==> config.mk <==
export PLATFORM = sky130hd
export DESIGN_NAME = dds_symbol_sequencer
export DESIGN_NICKNAME = d
export VERILOG_FILES = /design/src/rtl/dds_symbol_sequencer.sv
export SDC_FILE = /design/constraint.sdc
export NUM_CORES = 1
export LEC_CHECK = 0
export ABC_AREA = 1
export CAP_MARGIN = 20
export CORE_MARGIN = 2
export CORE_UTILIZATION = 27
export CTS_BUF_LIST = sky130_fd_sc_hd__clkbuf_16
export DETAILED_ROUTE_END_ITERATION = 8
export HOLD_SLACK_MARGIN = 0.08
export PLACE_DENSITY = 0.44
export SYNTH_ARGS = -nofsm -noshare
export SYNTH_HDL_FRONTEND = slang
export SYNTH_SLANG_ARGS = --single-unit
export TNS_END_PERCENT = 50
==> constraint.sdc <==
create_clock -name clk -period 1.8 [get_ports clk]
set_input_delay 0.18 -clock clk [delete_from_list [all_inputs] [get_ports clk]]
set_output_delay 0.18 -clock clk [all_outputs]
set_load 0.02 [all_outputs]
==> src/rtl/dds_symbol_sequencer.sv <==
// Symbol-rate sequencer for the DDS modulator: latches a payload/mode and plays it out MSB first.
// Optional `DDS_SEQ_IDLE_CARRIER_EN keeps dds_en high while idle so the carrier keeps running.
module dds_symbol_sequencer #(
  parameter int FREQ_CLK = 50_000_000,
  parameter int BAUD     = 1,
  parameter int WORD_W   = 8
) (
  input  logic              clk,
  input  logic              rst,
  input  logic              in_valid,
  output logic              in_ready,
  input  logic [WORD_W-1:0] in_word,
  input  logic [2:0]        in_mode,
  output logic [2:0]        dds_mode,
  output logic [1:0]        dds_data,
  output logic              dds_en,
  output logic              sym_tick,
  output logic              busy,
  output logic              done
);

  localparam int BAUD_DIV = FREQ_CLK / BAUD;
  localparam int BCW      = $clog2(BAUD_DIV);
  localparam int SCW      = $clog2(WORD_W + 1);
  localparam logic [2:0] MODE_QPSK = 3'd7;

`ifdef DDS_SEQ_IDLE_CARRIER_EN
  localparam logic IDLE_EN = 1'b1;
`else
  localparam logic IDLE_EN = 1'b0;
`endif

  typedef enum logic {IDLE = 1'b0, SEND = 1'b1} state_t;

  state_t             state;
  logic [WORD_W-1:0]  sr;
  logic [WORD_W-1:0]  sr_next;
  logic [BCW-1:0]     baud_cnt;
  logic [SCW-1:0]     sym_cnt;

  // Tone modes carry no data, so they always present 00 to the DDS.
  function automatic logic [1:0] symbol_of(input logic [WORD_W-1:0] word, input logic [2:0] mode);
    logic [1:0] sym;
    case (mode)
      3'd4, 3'd5, 3'd6: sym = {1'b0, word[WORD_W-1]};
      MODE_QPSK:        sym = word[WORD_W-1 -: 2];
      default:          sym = 2'b00;
    endcase
    return sym;
  endfunction

  assign in_ready = (state == IDLE);
  assign busy     = (state == SEND);

  // Shift register advance by the bits-per-symbol of the latched mode.
  always_comb begin
    sr_next = sr;
    if (dds_mode == MODE_QPSK) begin
      sr_next = sr << 2;
    end else begin
      sr_next = sr << 1;
    end
  end

  // Main sequencer: handshake, baud timing, symbol shifting and registered outputs.
  always_ff @(posedge clk) begin
    if (rst) begin
      state    <= IDLE;
      sr       <= '0;
      baud_cnt <= '0;
      sym_cnt  <= '0;
      dds_mode <= 3'd0;
      dds_data <= 2'b00;
      dds_en   <= IDLE_EN;
      sym_tick <= 1'b0;
      done     <= 1'b0;
    end else begin
      sym_tick <= 1'b0;
      done     <= 1'b0;
      case (state)
        IDLE: begin
          if (in_valid) begin
            state    <= SEND;
            sr       <= in_word;
            dds_mode <= in_mode;
            sym_cnt  <= (in_mode == MODE_QPSK) ? SCW'(WORD_W / 2) : SCW'(WORD_W);
            baud_cnt <= '0;
            dds_data <= symbol_of(in_word, in_mode);
            dds_en   <= 1'b1;
            sym_tick <= 1'b1;
          end else begin
            dds_data <= 2'b00;
            dds_en   <= IDLE_EN;
          end
        end
        SEND: begin
          if (baud_cnt == BCW'(BAUD_DIV - 1)) begin
            baud_cnt <= '0;
            sr       <= sr_next;
            sym_cnt  <= sym_cnt - 1'b1;
            // Last symbol period just ended: drop back to idle with data cleared.
            if (sym_cnt == SCW'(1)) begin
              state    <= IDLE;
              done     <= 1'b1;
              dds_data <= 2'b00;
              dds_en   <= IDLE_EN;
            end else begin
              sym_tick <= 1'b1;
              dds_data <= symbol_of(sr_next, dds_mode);
            end
          end else begin
            baud_cnt <= baud_cnt + 1'b1;
          end
        end
        default: begin
          state <= IDLE;
        end
      endcase
    end
  end

endmodule

* Word-level counts from Yosys, hierarchy flattened
Index checks and enable logic that the tools add are counted.
** Word-level totals
- Register bits after elaboration :: 46
- Bits of input ports :: 14
- Output and inout port bits :: 10
- Logic and storage cells :: 59
** Operators by class
- Add/sub/neg operators :: 2
- Eq/ne operators :: 13
- Mux-type cells :: 27
- Bitwise logic cells :: 2
- Reductions and logical operators :: 6
** Operators with widths (number)
- $mux 26 :: 2
- $pmux 26 s2 :: 1
- $add 26x1->26 const B :: 1
- $eq 26x26->1 const B :: 1
- $eq 3x3->1 const B :: 8
- $mux 7 :: 2
- $pmux 7 s2 :: 1
- $mux 4 :: 3
- $pmux 2 s2 :: 3
- $reduce_or 3->1 :: 3
- $mux 8 :: 1
- $pmux 4 s2 :: 1
- $mux 1 :: 7
- $mux 2 :: 3
- $pmux 1 s2 :: 3
- $reduce_and 2->1 :: 3
- $eq 4x1->1 const B :: 1
- $ne 2x1->1 const B :: 2
- $sub 4x1->4 const B :: 1
- $ne 2x2->1 const B :: 1
- $not 1->1 :: 2

* Logic depth before layout (Yosys ltp)
Gate-level depths: netlist (run 1).
- Word-level depth :: 6
- Gate-level depth with buffers :: 11
- Depth with buffers taken out :: 11

* Worst setup path after synthesis (run 1)
OpenSTA, ideal clock, no wires.
- Path type :: register -> register
- Start point :: reg state, in the netlist busy
- End point :: reg baud_cnt[17]
- Library setup time :: 0.070 ns
- Data arrival time :: 1.491 ns
- Required time :: 1.730 ns
- Setup slack :: 0.239 ns
- Cell stages (with the launch flop) :: 7
- Path buffers :: 2
- Clock period less this slack :: 1.561 ns
- Cell sequence :: dfxtp_1 -> buf_4 -> clkinv_1 -> nor2_4 -> buf_6 -> nand3_1 -> a21oi_1
** Between the ends
- Cells in the longest elaborated chain, start to end :: 2
- Elaborated cells on any way between the ends :: 3
- Those cells by class :: eq/ne: 1; mux: 1; bitwise: 1
** Ends and longest elaborated chain
- start, declared :: RTL line 35 : state_t state;
- start signal, assigned :: RTL line 68 : state <= IDLE;
- start signal, assigned :: RTL line 83 : state <= SEND;
- start signal, assigned :: RTL line 103 : state <= IDLE;
- $not 1->1 (no source line) *
- net in_ready :: RTL line 11 : output logic in_ready,
- $pmux 26 s2 or $ne 2x2->1 (tied branches)
- end signal, assigned :: RTL line 112 : baud_cnt <= baud_cnt + 1'b1;
- end, declared :: RTL line 38 : logic [BCW-1:0] baud_cnt;
The timed path passes the listed nets; every way through them passes the cells marked *.
A chain may end at the register's enable or synchronous reset.

* Worst setup path in the final report (run 1)
- Start point :: reg state, in the netlist busy
- End point :: out in_ready
** Between the ends
- Cells in the longest elaborated chain, start to end :: 1
** Ends and longest elaborated chain (RTL line)
- $not 1->1 (no source line)
- end, declared :: 11
Every way passes these cells.

==> results of run 1 <==
## area by class of cell
type	instances	share of cell area (%)
clock buffers	5	3.76
inverters	52	5.86
flip-flops and latches	46	27.7
multi-input cells	328	47.1
well taps	133	5.00
clock inverters	3	0.376
repair buffers	36	10.2
## kinds of logic (layout without fill, tap and decap cells)
kind of cell,Yosys count,count (layout),share of synthesized area (%)
buffers and inverters,66,96,9.81
AND/OR/NAND/NOR,266,266,43.2
adder cells (fa/ha/maj),3,3,1.36
AO/OA/AOI/OAI,51,51,9.63
XOR/XNOR,8,8,2.54
flip-flops,46,46,33.4
## power groups by stage
| stage | registers [W] | logic, W | clock network, W |
|---|---|---|---|
| final | 0.00108 | 0.000344 | 0.000920 |
| after global routing | 0.00108 | 0.000390 | 0.000981 |
| after CTS | 0.00108 | 0.000335 | 0.000943 |
| after detailed placement | 0.00110 | 0.000334 | 0 |
| after global placement | 0.00110 | 0.000336 | 0 |
| after floorplan | 0.00111 | 0.000201 | 0 |
## synth_stat cells, drive strengths merged
master	number	area [sq um]
o21ai	13	65.1
ha	3	37.5
nand4	4	25.0
a21oi	34	170
nand3b	4	30.0
and2	1	6.26
a22oi	1	7.51
nor2	71	334
nand2	132	520
and3	1	6.26
o211ai	1	7.51
dfxtp	46	921
xnor2	2	17.5
xor2	6	52.6
clkinv	1	3.75
inv	51	191
a211oi	1	7.51
a21o	1	7.51
nor3	3	15.0
nand3	48	240
clkbuf	7	26.3
or2	2	12.5
buf	7	48.8
## layer usage
layer | global-route usage, % | vias to the layer above
met4 | 3.71 | 0
met3 | 2.25 | 9
met5 | 0 | -
met2 | 22.9 | 32
met1 | 20.6 | 1203
li1 | - | 1441
## worst max path at each step
stage | endpoint | slack [ns] | cells after the start
floorplan | baud_cnt[17]$_SDFFE_PP0P_ | 0.24 | 6
global placement | baud_cnt[7]$_SDFFE_PP0P_ | 0.18 | 8
detailed placement | sym_cnt[3]$_SDFFE_PP0P_ | 0.15 | 10
CTS | in_ready | 0.07 | 2
global route | baud_cnt[13]$_SDFFE_PP0P_ | -0.007 | 11
finish | in_ready | 0.08 | 2
## sequential cells by signal, indices dropped and copies added (netlist names), 2 cells and up
signal,flops
sym_cnt,4
dds_mode,3
dds_data,2
baud_cnt,26
sr,7
## what timing repair did
item	CTS	global route
hold buffers	0	0
endpoints found under the setup margin	0	6
buffers inserted	0	2
gates resized for setup	0	1
## layout by cell type, fill, tap and decap left out, drive strengths merged
| master | netlist | final |
|---|---|---|
| a211oi | 1 | 1 |
| a21o | 1 | 1 |
| a21oi | 34 | 34 |
| a22oi | 1 | 1 |
| and2 | 1 | 1 |
| and3 | 1 | 1 |
| buf | 7 | 13 |
| clkbuf | 7 | 5 |
| clkdlybuf4s50 | 0 | 23 |
| clkinv | 1 | 3 |
| dfxtp | 46 | 46 |
| ha | 3 | 3 |
| inv | 51 | 52 |
| nand2 | 132 | 132 |
| nand3 | 48 | 48 |
| nand3b | 4 | 4 |
| nand4 | 4 | 4 |
| nor2 | 71 | 71 |
| nor3 | 3 | 3 |
| o211ai | 1 | 1 |
| o21ai | 13 | 13 |
| or2 | 2 | 2 |
| xnor2 | 2 | 2 |
| xor2 | 6 | 6 |
## metrics by stage
step | hold slack (ns) | cell area, sq um | setup TNS, ns | instances | power [W]
2_1_floorplan | 0.315 | 2750 | 0 | 440 | 0.00131
3_3_place_gp | 0.460 | 3160 | 0 | 593 | 0.00143
6_report | 0.457 | 3330 | 0 | 603 | 0.00234
4_1_cts | 0.464 | 3300 | 0 | 601 | 0.00235
5_1_grt | 0.481 | 3330 | -0.00678 | 603 | 0.00245
3_5_place_dp | 0.459 | 3160 | 0 | 593 | 0.00143
## worst min-delay path, stage by stage
cell and delay (ns):
clkdlybuf4s50_1 0.40, nand3_1 0.08, nand2_1 0.05
==> summary.md, run 1 <==
| Metric | Value |
|---|---|
| CP required | `1.62 ns` |
| Net Switching | `0.000642 W` |
| Num CTS Buffers | `5` |
| Via count | `2685` |
| Root buffer cell | `clkbuf_16` |
| Seq/Total Area, Yosys | `33.4%` |
| CP Launch Type | `flop` |
| Final Util | `33.9%` |
| Worst hold-check path type | `in -> reg` |
| Max-Cap Viols | `0` |
| Fraction of power consumed by combinational cells | `14.7%` |
| Synthesized cell area | `2750 sq um` |
| Met2 routed wirelength | `3140 um` |
| Wl on met1 | `3970 um` |
| Routed wl met3 | `180 um` |
| Pwr Density | `703 nW/um^2` |
| DRC Markers | `0` |
| TritonCTS clock tree | `yes` |
| Row Count | `36` |
| Pre-antenna DRT Iters | `4` |
| Final Hold Viols | `0` |
| Final Critical Period | `1.72 ns` |
| Antenna violations before repair | `0` |
| Period utilization | `95.5%` |
| Post-DR wirelength/cell | `12.3 um` |
| Worst R2R Start | `baud_cnt[1]$_SDFFE_PP0P_` |
| Core area | `9820 sq um` |
| Share of total power in the clock network | `39.3%` |
| Hold Startpoint | `in_word[0]` |
| CP top delay family | `buffers and inverters` |
| Worst Tran Pin Value | `0.445 ns` |
| Final GP Congestion | `0.824` |
| Largest stage delay on the critical path | `0.64 ns` |
| Yosys reg bits | `46` |
| Area growth syn-to-layout | `20.9%` |
| Boundary pin count | `24` |
| Hold Path End | `sr[0]$_SDFFE_PP0P_` |
| Setup violators final | `0` |
| Worst Path Arrival | `1.54 ns` |
| Final WS setup | `0.0816 ns` |
| VDD IR max | `356 uV` |
| Syn Nets | `457` |
| FF-to-FF path depth | `10` |
| Layout cell share with drive strength beyond 1 | `9.57%` |
| Max Used Layer | `met4` |
| CTS Sinks | `46` |
| Clock transition at the registers of the reported paths | `0.06 ns` |
| Pre-CTS WS | `0.154 ns` |
| CTS HTree Levels | `2` |
| ANT cells | `0` |
| Sequential Power Share | `46.0%` |
| Synth Area per Inst | `6.26 sq um` |
| Synth warnings | `0` |
| DR iter-0 viols | `149` |
| Register area | `921 sq um` |
| Critical path class | `reg -> out` |
| Pleak | `1.35 nW` |
| Die H | `105 um` |
| Starting Density | `28.0%` |
| Crit. Startpoint | `busy$_SDFF_PP0_` |
| Slowest CP cell | `clkdlybuf4s50_1` |
| RR Endpoint | `sym_cnt[3]$_SDFFE_PP0P_` |
| Fmax | `0.582 GHz` |
| Die width | `105 um` |
| Count of input and output buffers | `23` |
| Switch share | `27.5%` |
| Worst hold path depth | `3` |
| Multi-input gate area | `1570 sq um` |
| Vias per inst | `4.45` |
| Critical Path End Type | `output port` |
| First-pass GRT wire length | `13000 um` |
| Int Pwr | `0.00170 W` |
| Slew Limit Fails | `0` |
| Reg2Reg Setup Slack | `0.19 ns` |
| FILL cells | `1149` |
| Post-DP HPWL | `5360 um` |
| Syn Inst Count | `440` |
| Clock skew | `0.00779 ns` |
| Largest net degree at the start of global routing | `24` |
| DRT antenna net count | `0` |
| Status | `complete, no violations` |
| Clock Latency Late Sink | `0.29 ns` |
| Total gr overflow | `0` |
| Total Wirelength | `7400 um` |
| Critical path, cell by cell | `clkinv_1 > clkdlybuf4s50_1` |
| Nets | `486` |
| Crit Path Max Fanout | `8` |
| GRT Total Usage | `14.5%` |
| DIE AREA | `11000 sq um` |
| Clk buf depth | `2` |
| Worst path bufs/invs | `2` |
| Vias in the first global route | `2652` |
| Yosys cell types | `32` |
| Slew margin rel. | `70.3%` |
No activity file was read; power rests on OpenSTA's default activity.
==> run 2: changes to the inputs <==
--- a/config.mk
+++ b/config.mk
@@ -12,7 +12,7 @@
 export CTS_BUF_LIST = sky130_fd_sc_hd__clkbuf_16
 export DETAILED_ROUTE_END_ITERATION = 8
 export HOLD_SLACK_MARGIN = 0.08
-export PLACE_DENSITY = 0.44
+export PLACE_DENSITY = 0.55
 export SYNTH_ARGS = -nofsm -noshare
 export SYNTH_HDL_FRONTEND = slang
 export SYNTH_SLANG_ARGS = --single-unit
==> run 2 against run 1 <==
Compared with the run above: sequential power is essentially flat; die area is the same; utilization shrank 0.064 points; cell count shrank 0.50%; fmax is essentially flat; global-route usage shrank 1.5 points; largest cell class unchanged; routed wire length shrank 6.6%.
==> summary.md, run 2 (synthesized netlist as in run 1, its figures left out) <==
| Metric | Value |
|---|---|
| Slew margin rel. | `72.6% (+2.3 points)` |
| Starting Density | `28.0% (unchanged)` |
| Post-DR wirelength/cell | `11.5 um (-6.2%)` |
| Boundary pin count | `24 (unchanged)` |
| Layout cell share with drive strength beyond 1 | `9.21% (-0.37 points)` |
| Most frequent cells in the layout | `nand2_1 (126), nor2_1 (54), inv_1 (51)` |
| Antenna violations before repair | `0 (unchanged)` |
| Most flop-heavy register | `baud_cnt` |
| First-pass GRT wire length | `11800 um (-9.5%)` |
| Count of input and output buffers | `23 (unchanged)` |
| Clock transition at the registers of the reported paths | `0.06 ns (about the same)` |
| Max-Cap Viols | `0 (unchanged)` |
| Hold Slack | `0.465 ns (+0.00725 ns)` |
| Worst R2R Start | `baud_cnt[1]$_SDFFE_PP0P_` |
| DR iter-0 viols | `134 (-10%)` |
| FF-to-FF path depth | `10 (unchanged)` |
| GR Util met3 | `2.06% (-0.19 points)` |
| Most common cell after layout, fill and taps aside | `nand2_1` |
| Row Count | `36 (unchanged)` |
| Final Util | `33.8% (-0.064 points)` |
| Final Hold Viols | `0 (unchanged)` |
| ANT cells | `0 (unchanged)` |
| CP required | `1.62 ns (about the same)` |
| CTS HTree Levels | `2 (unchanged)` |
| Hold Startpoint | `in_word[0]` |
| Reg2Reg Setup Slack | `0.13 ns (-0.06 ns)` |
| Worst Path Arrival | `1.54 ns (about the same)` |
| GRT met2 Usage | `20.3% (-2.6 points)` |
| CTS Hold Bufs | `0 (unchanged)` |
| Clock skew | `0.00522 ns (-0.00257 ns)` |
| Post-DP HPWL | `4960 um (-7.4%)` |
| Register area | `921 sq um (unchanged)` |
| Area growth syn-to-layout | `20.6%` |
| Critical Path End Type | `output port` |
| M1 GR Usage | `18.3% (-2.3 points)` |
| Hold Path End | `sr[0]$_SDFFE_PP0P_` |
| DRT antenna net count | `0 (unchanged)` |
| Total gr overflow | `0 (unchanged)` |
| Vias per inst | `4.51 (+1.3%)` |
| Setup violators final | `0 (unchanged)` |
| Die H | `105 um (unchanged)` |
| Clock Latency Late Sink | `0.29 ns (about the same)` |
| FILL cells | `1123 (-2.3%)` |
| DIE AREA | `11000 sq um (unchanged)` |
| Final Critical Period | `1.72 ns (+0.000867 ns)` |
| Multi-input gate area | `1560 sq um (-0.32%)` |
| Total Wirelength | `6910 um (-6.6%)` |
| Global-route layer with the greatest usage | `met2` |
| RSZ-0062 raised after global routing | `false` |
| Total negative slack | `0 ns (unchanged)` |
| Finished Cell Area | `3320 sq um (-0.19%)` |
| VDD IR max | `381 uV (+7.0%)` |
| GRT Total Usage | `13.0% (-1.5 points)` |
| Period utilization | `95.5% (about the same)` |
| Via count | `2706 (+0.78%)` |
| Critical path class | `reg -> out` |
| Worst Tran Pin Value | `0.410 ns (-0.0342 ns)` |
| Root buffer cell | `clkbuf_16` |
| Worst hold-check path type | `in -> reg` |
| Num CTS Buffers | `5 (unchanged)` |
| Pre-antenna DRT Iters | `4 (unchanged)` |
| Final GP Congestion | `0.868 (+5.4%)` |
| RR Endpoint | `sr[6]$_SDFFE_PP0P_` |
| Crit Path Max Fanout | `27 (+19)` |
| Die width | `105 um (unchanged)` |
| Nets | `483 (-0.62%)` |
| Biggest regs | `baud_cnt: 26 flops, sr: 7 flops, sym_cnt: 4 flops` |
| Clk buf depth | `2 (unchanged)` |
| Max FFs per register | `26 (unchanged)` |
| TritonCTS clock tree | `yes` |
| DRC Markers | `0 (unchanged)` |
| Worst hold path depth | `3 (unchanged)` |
| Slew Limit Fails | `0 (unchanged)` |
| Core area | `9820 sq um (unchanged)` |
| Status | `complete, no violations` |
| Vias in the first global route | `2447 (-7.7%)` |
| Largest net degree at the start of global routing | `28 (+17%)` |
| CTS Sinks | `46 (unchanged)` |
| Pwr Density | `700 nW/um^2 (-0.39%)` |
| Pleak | `1.35 nW (-0.57%)` |
| Fmax | `0.582 GHz (about the same)` |
| CP Launch Type | `flop` |
| Post-DP Area | `3160 sq um (about the same)` |
run 2: cell count changes in the layout (fill, tap and decap cells not counted):
cell      delta
buf_4        -5
buf_12       +1
buf_6        +1
clkinv_1     -1
clkinv_4     +1
nand2_2      +1
nand2_4      -1
run 2: critical path, stage by stage (launching register included):
cell and delay, ns:
dfxtp_1 0.35, buf_6 0.25, clkdlybuf4s50_1 0.66
run 2: cell type report:
| class | instances | area share, % |
|---|---|---|
| clock inverters | 3 | 0.527 |
| inverters | 52 | 5.88 |
| multi-input cells | 328 | 47.0 |
| clock buffers | 5 | 3.77 |
| well taps | 133 | 5.01 |
| repair buffers | 33 | 10.1 |
| flip-flops and latches | 46 | 27.7 |
run 2: power breakdown:
group	total (W)	switching, W	internal, W
combinational	0.000337	0.000201	0.000136
clock	0.000912	0.000402	0.000510
sequential	0.00108	0.0000229	0.00105
total	0.00233	0.000626	0.00170
run 2: worst max path at each step:
stage	start	end	depth (start not counted)
final	busy$_SDFF_PP0_	busy	2
after global routing	busy$_SDFF_PP0_	busy	2
after CTS	busy$_SDFF_PP0_	busy	2
after detailed placement	baud_cnt[1]$_SDFFE_PP0P_	sr[6]$_SDFFE_PP0P_	10
after global placement	baud_cnt[1]$_SDFFE_PP0P_	sr[6]$_SDFFE_PP0P_	10
after floorplan	busy$_SDFF_PP0_	baud_cnt[17]$_SDFFE_PP0P_	6
run 2: stage by stage:
step / power [W] / setup slack (ns) / std cells
after floorplan: 0.00131 / 0.239 / 440
after global placement: 0.00143 / 0.150 / 591
after detailed placement: 0.00143 / 0.128 / 591
after CTS: 0.00235 / 0.0615 / 599
after global routing: 0.00243 / 0.0144 / 600
final: 0.00233 / 0.0807 / 600
run 2: per-layer routing:
metal	wire length (um)	vias to the layer above	share of wire, %
met5	0	-	0
met3	201	4	2.9
met2	3060	37	44
met4	88	0	1.3
li1	-	1439	-
met1	3560	1226	52
run 2: timing repair:
| item | 4_1_cts | 5_1_grt |
|---|---|---|
| setup buffers | 0 | 1 |
| endpoints found under the setup margin | 1 | 6 |
| pin swaps | 0 | 1 |
| endpoints found under the hold margin | 0 | 0 |
| resized for setup | 1 | 0 |
==> run 3: changes to the inputs <==
==> constraint.sdc (replaced) <==
create_clock -name clk -period 2 [get_ports clk]
set_input_delay 0.2 -clock clk [delete_from_list [all_inputs] [get_ports clk]]
set_output_delay 0.2 -clock clk [all_outputs]
set_load 0.02 [all_outputs]
==> run 3 against run 2 <==
Compared with the run above: critical endpoint is now in_ready; non-clock buffer count shrank 5; clock power grew 3.5%; sequential share of layout area grew 0.36 points; setup slack gained 0.20 ns.
==> summary.md, run 3 (synthesized netlist as in run 1, its figures left out) <==
| Metric | Value |
|---|---|
| Status | `complete, no violations` |
| First-pass GRT wire length | `11600 um (-1.2%)` |
| Total Wirelength | `6830 um (-1.2%)` |
| Final Critical Period | `1.72 ns` |
| Via count | `2669 (-1.4%)` |
| CTS HTree Levels | `2 (unchanged)` |
| GRT Total Usage | `12.8% (-0.18 points)` |
| Critical path class | `reg -> out` |
| Share of total power in the clock network | `42.9% (+3.7 points)` |
| DRT antenna net count | `0 (unchanged)` |
| Final Hold Viols | `0 (unchanged)` |
| Register area | `921 sq um (unchanged)` |
| Setup bufs post-CTS | `0 (unchanged)` |
| Num CTS Buffers | `5 (unchanged)` |
| Final GP Congestion | `0.852 (-1.9%)` |
| DRC Markers | `0 (unchanged)` |
| TritonCTS clock tree | `yes` |
| Die H | `105 um (unchanged)` |
| Post-DR wirelength/cell | `11.5 um (-0.36%)` |
| Hold Startpoint | `sym_cnt[1]$_SDFFE_PP0P_` |
| Clock transition at the registers of the reported paths | `0.06 ns (about the same)` |
| Max-Cap Viols | `0 (unchanged)` |
| Row Count | `36 (unchanged)` |
| Crit Path Max Fanout | `8 (-70%)` |
| Pre-antenna DRT Iters | `5 (+1)` |
| Max FFs per register | `26 (unchanged)` |
| Area growth syn-to-layout | `19.1%` |
| Critical path, cell by cell | `clkinv_1 > clkdlybuf4s50_1` |
| Most common cell after layout, fill and taps aside | `nand2_1` |
| Post_cts resized | `0 (-1)` |
| Crit. Startpoint | `busy$_SDFF_PP0_` |
| Total gr overflow | `0 (unchanged)` |
| Clock skew | `0.00199 ns (-0.00323 ns)` |
| CTS Sinks | `46 (unchanged)` |
| Clock Latency Late Sink | `0.28 ns (about the same)` |
| Most frequent cells in the layout | `nand2_1 (126), nor2_1 (54), inv_1 (51)` |
| Net Switching | `0.000556 W (-11%)` |
| DIE AREA | `11000 sq um (unchanged)` |
| Clk buf depth | `2 (unchanged)` |
| Switch share | `25.2% (-1.7 points)` |
| Post-DP HPWL | `4960 um (about the same)` |
| VDD IR max | `309 uV (-19%)` |
| Worst hold-check path type | `reg -> reg` |
| Pwr Density | `672 nW/um^2 (-4.1%)` |
| Antenna violations before repair | `0 (unchanged)` |
| Fmax | `0.581 GHz` |
| Die width | `105 um (unchanged)` |
| Largest stage delay on the critical path | `0.62 ns (-0.04 ns)` |
| Fraction of power consumed by combinational cells | `13.2% (-1.3 points)` |
| Worst R2R Start | `baud_cnt[1]$_SDFFE_PP0P_` |
| Most flop-heavy register | `baud_cnt` |
| CP Launch Type | `flop` |
| Layout cell share with drive strength beyond 1 | `8.23% (-0.98 points)` |
| CP required | `1.80 ns (+0.18 ns)` |
| Worst Path Arrival | `1.52 ns (-0.02 ns)` |
| Slew Limit Fails | `0 (unchanged)` |
| Final Util | `33.4% (-0.43 points)` |
| Worst Tran Pin Value | `0.448 ns (+0.0380 ns)` |
| Total negative slack | `0 ns (unchanged)` |
| FILL cells | `1113 (-0.89%)` |
| Largest net degree at the start of global routing | `26 (-7.1%)` |
| Pleak | `1.32 nW (-2.2%)` |
| Starting Density | `28.0% (unchanged)` |
| Core area | `9820 sq um (unchanged)` |
| Boundary pin count | `24 (unchanged)` |
| Slew margin rel. | `70.0% (-2.6 points)` |
| DR iter-0 viols | `135 (+0.75%)` |
| CTS Hold Bufs | `0 (unchanged)` |
| Slowest CP cell | `clkdlybuf4s50_1` |
| Setup violators final | `0 (unchanged)` |
| Int Pwr | `0.00165 W (-3.1%)` |
| Nets | `478 (-1.0%)` |
| Vias per inst | `4.49 (-0.54%)` |
| Biggest regs | `baud_cnt: 26 flops, sr: 7 flops, sym_cnt: 4 flops` |
| Root buffer cell | `clkbuf_16` |
| Multi-input gate area | `1560 sq um (unchanged)` |
| Period utilization | `86.1%` |
| Critical Path End Type | `output port` |
| Count of input and output buffers | `23 (unchanged)` |
| ANT cells | `0 (unchanged)` |
| Sequential Power Share | `44.0% (-2.3 points)` |
| RSZ-0062 raised after global routing | `false` |
| CP top delay family | `buffers and inverters` |
| Worst path bufs/invs | `2 (unchanged)` |
| Vias in the first global route | `2503 (+2.3%)` |
run 3: power by group through the flow:
stage               clock network (W)  registers, W  logic, W
CTS                          0.000972      0.000968  0.000294
finish                       0.000944      0.000969  0.000290
detailed placement                  0      0.000988  0.000293
global route                  0.00101      0.000972  0.000323
floorplan                           0       0.00100  0.000181
global placement                    0      0.000989  0.000292
run 3: tightest hold or removal path: cells and delay by family (launching register included):
family	cells	cell delay (ns)
DFF	1	0.31
and+or+nand+nor	2	0.11
run 3: path summary, 6_finish.rpt:
check	end	depth (start not counted)	slack, ns
min reg2reg	sym_cnt[1]$_SDFFE_PP0P_	2	0.47
max	in_ready	2	0.28
max reg2reg	sr[6]$_SDFFE_PP0P_	10	0.35
min	sym_cnt[1]$_SDFFE_PP0P_	2	0.47
run 3: layout make-up:
| type | count | share of cell area (%) |
|---|---|---|
| multi-input combinational | 328 | 47.7 |
| sequential | 46 | 28.1 |
| timing repair buffer | 28 | 8.16 |
| clock buffer | 5 | 3.82 |
| clock inverter | 3 | 1.26 |
| tap | 133 | 5.07 |
| inverter | 52 | 5.95 |
run 3: metrics by stage:
stage | area, sq um | power, W | std cells | hold WS, ns | worst slack, ns
after floorplan | 2750 | 0.00118 | 440 | 0.335 | 0.439
after global placement | 3110 | 0.00128 | 587 | 0.459 | 0.357
after detailed placement | 3110 | 0.00128 | 587 | 0.458 | 0.332
after CTS | 3280 | 0.00223 | 595 | 0.468 | 0.265
after global routing | 3280 | 0.00230 | 595 | 0.495 | 0.171
final | 3280 | 0.00220 | 595 | 0.467 | 0.278
run 3: layer usage:
layer	part of all wire, %	global-route usage [%]	up-vias
met1	51	17.2	1202
met2	45	20.8	36
li1	-	-	1426
met3	2.6	2.18	5
met4	1.3	4.38	0
met5	0	0	-
